<file path="src/rtl/y86_seq_ctrl_pkg.sv">
// Shared constants for the Y86-64 multi-cycle sequencer: icodes, status codes,
// sequencer state encoding and memory-class helpers.
package y86_seq_ctrl_pkg;

  localparam logic [3:0] IHALT   = 4'h0;
  localparam logic [3:0] INOP    = 4'h1;
  localparam logic [3:0] IRRMOVQ = 4'h2;
  localparam logic [3:0] IIRMOVQ = 4'h3;
  localparam logic [3:0] IRMMOVQ = 4'h4;
  localparam logic [3:0] IMRMOVQ = 4'h5;
  localparam logic [3:0] IOPQ    = 4'h6;
  localparam logic [3:0] IJXX    = 4'h7;
  localparam logic [3:0] ICALL   = 4'h8;
  localparam logic [3:0] IRET    = 4'h9;
  localparam logic [3:0] IPUSHQ  = 4'hA;
  localparam logic [3:0] IPOPQ   = 4'hB;

  localparam logic [1:0] SAOK = 2'd0;
  localparam logic [1:0] SHLT = 2'd1;
  localparam logic [1:0] SADR = 2'd2;
  localparam logic [1:0] SINS = 2'd3;

  typedef enum logic [2:0] {
    S_IDLE    = 3'd0,
    S_FETCH   = 3'd1,
    S_DECODE  = 3'd2,
    S_EXECUTE = 3'd3,
    S_MEMORY  = 3'd4,
    S_WRBACK  = 3'd5,
    S_STOP    = 3'd6
  } seq_state_t;

  function automatic logic is_mem_op(input logic [3:0] ic);
    case (ic)
      IRMMOVQ, IMRMOVQ, ICALL, IRET, IPUSHQ, IPOPQ: is_mem_op = 1'b1;
      default:                                      is_mem_op = 1'b0;
    endcase
  endfunction

  function automatic logic is_mem_write(input logic [3:0] ic);
    case (ic)
      IRMMOVQ, ICALL, IPUSHQ: is_mem_write = 1'b1;
      default:                is_mem_write = 1'b0;
    endcase
  endfunction

endpackage

</file>
<file path="src/rtl/y86_seq_ctrl_perf_cnt.sv">
// Performance counters for the sequencer: active cycles and retired instructions.
// Wrap modulo 2^CNT_W; the caller gates the enables so they freeze in STOP.
module y86_perf_cnt #(
  parameter int CNT_W = 64
) (
  input  logic             clk,
  input  logic             rst_n,
  input  logic             cnt_en,
  input  logic             retire,
  output logic [CNT_W-1:0] cycle_cnt,
  output logic [CNT_W-1:0] instr_cnt
);

  logic [1:0]            inc;
  logic [1:0][CNT_W-1:0] cnt_q;

  assign inc = {retire, cnt_en};

  for (genvar gi = 0; gi < 2; gi++) begin : g_cnt
    logic [CNT_W-1:0] cnt_reg;

    always_ff @(posedge clk or negedge rst_n) begin
      if (!rst_n) begin
        cnt_reg <= '0;
      end else if (inc[gi]) begin
        cnt_reg <= cnt_reg + CNT_W'(1);
      end
    end

    assign cnt_q[gi] = cnt_reg;
  end

  assign cycle_cnt = cnt_q[0];
  assign instr_cnt = cnt_q[1];

endmodule

</file>
<file path="src/rtl/y86_seq_ctrl.sv">
// Multi-cycle Fetch/Decode/Execute/Memory/Writeback sequencer for the Y86-64 core.
// Define Y86_PERF_CNT_EN to build the cycle/instruction counters.
module y86_seq_ctrl
  import y86_seq_ctrl_pkg::*;
#(
  parameter int TIMEOUT = 16,
  parameter int CNT_W   = 64
) (
  input  logic             clk,
  input  logic             rst_n,
  input  logic             start,
  input  logic [3:0]       icode,
  input  logic             instr_valid,
  input  logic             imem_err,
  input  logic             dmem_err,
  input  logic             imem_ack,
  input  logic             dmem_ack,
  output logic             imem_req,
  output logic             dmem_req,
  output logic             dmem_we,
  output logic             cc_we,
  output logic             reg_we,
  output logic             pc_we,
  output logic [1:0]       stat,
  output logic             busy,
  output logic [CNT_W-1:0] cycle_cnt,
  output logic [CNT_W-1:0] instr_cnt
);

  // Wait counter counts 0..TIMEOUT-1 request cycles; width floors at one bit.
  localparam int WAIT_W = (TIMEOUT > 1) ? $clog2(TIMEOUT) : 1;
  localparam logic [WAIT_W-1:0] WAIT_LAST = WAIT_W'((TIMEOUT > 0) ? TIMEOUT - 1 : 0);

  seq_state_t        state_reg;
  logic [3:0]        icode_reg;
  logic [WAIT_W-1:0] wait_cnt_reg;
  logic              timeout_hit;

  assign timeout_hit = (TIMEOUT != 0) && (wait_cnt_reg == WAIT_LAST);
  assign busy        = (state_reg != S_IDLE) && (state_reg != S_STOP);

  // All strobes and requests are registered so no *_ack reaches an output.
  always_ff @(posedge clk or negedge rst_n) begin
    if (!rst_n) begin
      state_reg    <= S_IDLE;
      icode_reg    <= INOP;
      wait_cnt_reg <= '0;
      stat         <= SAOK;
      imem_req     <= 1'b0;
      dmem_req     <= 1'b0;
      dmem_we      <= 1'b0;
      cc_we        <= 1'b0;
      reg_we       <= 1'b0;
      pc_we        <= 1'b0;
    end else begin
      cc_we  <= 1'b0;
      reg_we <= 1'b0;
      pc_we  <= 1'b0;
      case (state_reg)
        S_IDLE: begin
          if (start) begin
            state_reg    <= S_FETCH;
            imem_req     <= 1'b1;
            wait_cnt_reg <= '0;
          end
        end
        S_FETCH: begin
          if (imem_ack) begin
            imem_req  <= 1'b0;
            state_reg <= S_DECODE;
          end else if (timeout_hit) begin
            imem_req  <= 1'b0;
            stat      <= SADR;
            state_reg <= S_STOP;
          end else begin
            wait_cnt_reg <= wait_cnt_reg + WAIT_W'(1);
          end
        end
        S_DECODE: begin
          icode_reg <= icode;
          if (imem_err) begin
            stat      <= SADR;
            state_reg <= S_STOP;
          end else if (!instr_valid) begin
            stat      <= SINS;
            state_reg <= S_STOP;
          end else if (icode == IHALT) begin
            stat      <= SHLT;
            state_reg <= S_STOP;
          end else begin
            cc_we     <= (icode == IOPQ);
            state_reg <= S_EXECUTE;
          end
        end
        S_EXECUTE: begin
          if (is_mem_op(icode_reg)) begin
            dmem_req     <= 1'b1;
            dmem_we      <= is_mem_write(icode_reg);
            wait_cnt_reg <= '0;
            state_reg    <= S_MEMORY;
          end else begin
            reg_we    <= 1'b1;
            pc_we     <= 1'b1;
            state_reg <= S_WRBACK;
          end
        end
        S_MEMORY: begin
          if (dmem_ack) begin
            dmem_req <= 1'b0;
            dmem_we  <= 1'b0;
            if (dmem_err) begin
              stat      <= SADR;
              state_reg <= S_STOP;
            end else begin
              reg_we    <= 1'b1;
              pc_we     <= 1'b1;
              state_reg <= S_WRBACK;
            end
          end else if (timeout_hit) begin
            dmem_req  <= 1'b0;
            dmem_we   <= 1'b0;
            stat      <= SADR;
            state_reg <= S_STOP;
          end else begin
            wait_cnt_reg <= wait_cnt_reg + WAIT_W'(1);
          end
        end
        S_WRBACK: begin
          imem_req     <= 1'b1;
          wait_cnt_reg <= '0;
          state_reg    <= S_FETCH;
        end
        default: begin
          state_reg <= S_STOP;
        end
      endcase
    end
  end

`ifdef Y86_PERF_CNT_EN
  y86_perf_cnt #(
    .CNT_W(CNT_W)
  ) u_perf_cnt (
    .clk      (clk),
    .rst_n    (rst_n),
    .cnt_en   (busy),
    .retire   (state_reg == S_WRBACK),
    .cycle_cnt(cycle_cnt),
    .instr_cnt(instr_cnt)
  );
`else
  assign cycle_cnt = '0;
  assign instr_cnt = '0;
`endif

endmodule

</file>
<file path="config.mk">
export PLATFORM = sky130hd
export DESIGN_NAME = y86_seq_ctrl
export DESIGN_NICKNAME = d
export VERILOG_FILES = /design/src/rtl/y86_seq_ctrl_pkg.sv /design/src/rtl/y86_seq_ctrl_perf_cnt.sv /design/src/rtl/y86_seq_ctrl.sv
export SDC_FILE = /design/constraint.sdc
export NUM_CORES = 1
export LEC_CHECK = 0
export ABC_AREA = 1
export BUFFER_PORTS_ARGS = -buffer_cell sky130_fd_sc_hd__buf_2
export CORE_UTILIZATION = 42
export DETAILED_ROUTE_END_ITERATION = 7
export GPL_ROUTABILITY_DRIVEN = 0
export MAX_ROUTING_LAYER = met4
export PLACE_DENSITY_LB_ADDON = 0.12
export SLEW_MARGIN = 20
export SYNTH_ARGS = -nofsm -noshare
export SYNTH_HDL_FRONTEND = slang
export SYNTH_SLANG_ARGS = --single-unit
</file>
<file path="constraint.sdc">
create_clock -name clk -period 3.9 [get_ports clk]
set_input_delay 0.78 -clock clk [delete_from_list [all_inputs] [get_ports clk]]
set_output_delay 0.78 -clock clk [all_outputs]
set_load 0.005 [all_outputs]
</file>
==> impl_metrics.json <==
{
  "status": "complete, no violations",
  "wire_per_inst_um": 7.90,
  "grt-ovfl-total": 0,
  "mostFrequentLayoutCells": "conb_1, nand2_1, nand3_1, buf_2, dfrtp_1",
  "drc": 0,
  "grt_max_degree": 19,
  "hold_slack_ns": 0.452,
  "root_buffer": "clkbuf_8",
  "routed_wl_um": 2890,
  "post_cts_buffers": 0,
  "cts_tree": "yes",
  "path_common_cell": "nand2_1",
  "arrival_ns": 1.26,
  "p_comb_share_pct": 49.3,
  "track_usage_pct": 11.3,
  "crit_buf_inv": 2,
  "drtIter0Drc": 78,
  "clkTransAtPathRegs_ns": 0.07,
  "synth-seq-area-share_pct": 22.0,
  "post-place-ws_ns": 2.16,
  "ys_types": 23,
  "cts.sinks": 18,
  "synth_seq_cells": 18,
  "layout-drive-gt1-share_pct": 12.0,
  "pwr-share-clk_pct": 16.0,
  "die_h_um": 71.9,
  "fmax_mhz": 489,
  "setup.worst_path.class": "flip-flop to primary output",
  "cts_buffer_depth": 2,
  "tns_ns": 0,
  "synthCells": 278,
  "required_ns": 3.12,
  "cp-end-kind": "primary output",
  "final_common_cell": "conb_1",
  "p_leak_nw": 1.11,
  "io_pins": 149,
  "fp.dieW_um": 71.9,
  "hp-class": "input pin to async pin",
  "htree_levels": 1,
  "setup_slack_ns": 1.86,
  "hold_viol_final": 0,
  "syn_area_per_cell_um2": 7.39,
  "numCtsBuffers": 3,
  "grt_pass1_vias": 988,
  "post_drt_via_cell_ratio": 3.59,
  "slew_violations": 0,
  "nets": 313,
  "rows": 25,
  "p_sw_mw": 0.450,
  "worstPathMaxFanout": 6,
  "insertion_delay_ns": 0.26,
  "antenna_found_initial": 0,
  "swShare_pct": 46.4,
  "n_fill_cell": 513,
  "ant_nets": 0,
  "die-area_mm2": 0.00517,
  "cap_violations": 0,
  "crit_chain": "inv_1, nand2_1, nand2_1, o21ai_0, buf_2",
  "setup-violations-final": 0,
  "num_vias": 1314,
  "areaGrowthSynthToFinish_pct": -12.9,
  "crit_slowest_cell": "dfrtp_1",
  "synthArstFlopShare_pct": 100,
  "placed_cells": 362,
  "synth-edff-count": 0,
  "vdd_drop_max_v": 0.000193,
  "seq_power_share_pct": 34.7,
  "max_stage_delay_ns": 0.48,
  "place_hpwl_um": 2380,
  "core_mm2": 0.00472,
  "fin_cells": 366,
  "port_buffers": 20,
  "synthFlopType": "dfrtp_1",
  "first_pass_iters": 6,
  "crit_family": "flip-flops",
  "fin_skew_ns": 0.00736,
  "synth-warning-count": 0,
  "synth_area_mm2": 0.00205,
  "intPower_mw": 0.521,
  "cts_resized": 0,
  "cts_hold_buf": 0,
  "critPathLaunchType": "flip-flop",
  "final.min_clock_period_ns": 2.04,
  "powerDensity_mw_per_mm2": 543,
  "post-route-period-util_pct": 52.4,
  "grt_pass1_wl_um": 4490,
  "rsz0062_at_grt": "false",
  "initial_utilization_pct": 43.5,
  "diodes": 0
}
-- through the flow --
stage	total power [mW]	util, %	instance area [µm²]
6_report	0.972	37.9	1790
4_1_cts	0.982	37.9	1790
3_3_place_gp	0.831	36.7	1730
3_5_place_dp	0.820	36.7	1730
5_1_grt	1.08	37.9	1790
2_1_floorplan	0.800	-	2530
-- layout make-up --
type / instances / area, µm² / area share [%]
sequential: 18 / 452 / 25.2
tap: 67 / 83.8 / 4.69
inverter: 17 / 68.8 / 3.85
timing repair buffer: 20 / 100 / 5.59
multi-input combinational: 240 / 1030 / 57.6
clock buffer: 4 / 55.1 / 3.08
-- power by group through the flow --
stage	Sequential (mW)	Combinational [mW]	Clock (mW)
global route	0.349	0.558	0.170
detailed placement	0.340	0.480	0
global placement	0.341	0.490	0
CTS	0.336	0.482	0.163
finish	0.337	0.479	0.156
floorplan	0.313	0.487	0
-- synthesized netlist by cell type (2+ instances only) --
cell type | number | area share [%]
buf_4 | 129 | 47
nor2_1 | 12 | 2.2
o21ai_0 | 8 | 2.0
nand4_1 | 3 | 0.91
nand2_1 | 50 | 9.1
nor2_4 | 2 | 1.1
nand3_2 | 3 | 1.5
inv_1 | 15 | 2.7
nor2_2 | 2 | 0.61
dfrtp_1 | 17 | 21
nand3_1 | 22 | 5.4
nand3b_1 | 3 | 1.1
o211ai_1 | 2 | 0.73
-- path summary, 6_finish.rpt --
| check | to | start | slack, ns | cells after the start |
|---|---|---|---|---|
| setup / recovery | busy | state_reg[0] | 1.86 | 5 |
| hold / removal | state_reg[0] | rst_n | 0.45 | 1 |
| setup reg to reg | stat[0] | state_reg[2] | 2.37 | 7 |
| hold reg to reg | icode_reg[0] | icode_reg[0] | 0.47 | 2 |
| max in group asynchronous | icode_reg[0] | rst_n | 3.11 | 1 |
| min in group clk | icode_reg[0] | icode_reg[0] | 0.47 | 2 |
-- per-layer routing --
layer	routed length [µm]	share of wire, %	GRT usage [%]
met4	25	0.87	1.96
met2	1300	45	18.0
met5	0	0	-
met1	1330	46	14.8
met3	233	8.1	2.92
-- cell families after synthesis --
kind of cell	synth area share [%]
simple gates	23.0
flops	22.0
buf+inv	51.1
other cells	0.183
fa+ha+maj	0.609
compound gates	2.68
xor+xnor	0.427
-- worst register-to-register path, stage by stage (launching register included) --
cell and delay (ns):
dfrtp_1 0.61, clkinv_4 0.13, nand3_1 0.28, nand3_1 0.12, nand2_1 0.11, nor2_1 0.05
nand2_1 0.06, nand2_1 0.04
Note: power is estimated with default switching activity, not from simulation.
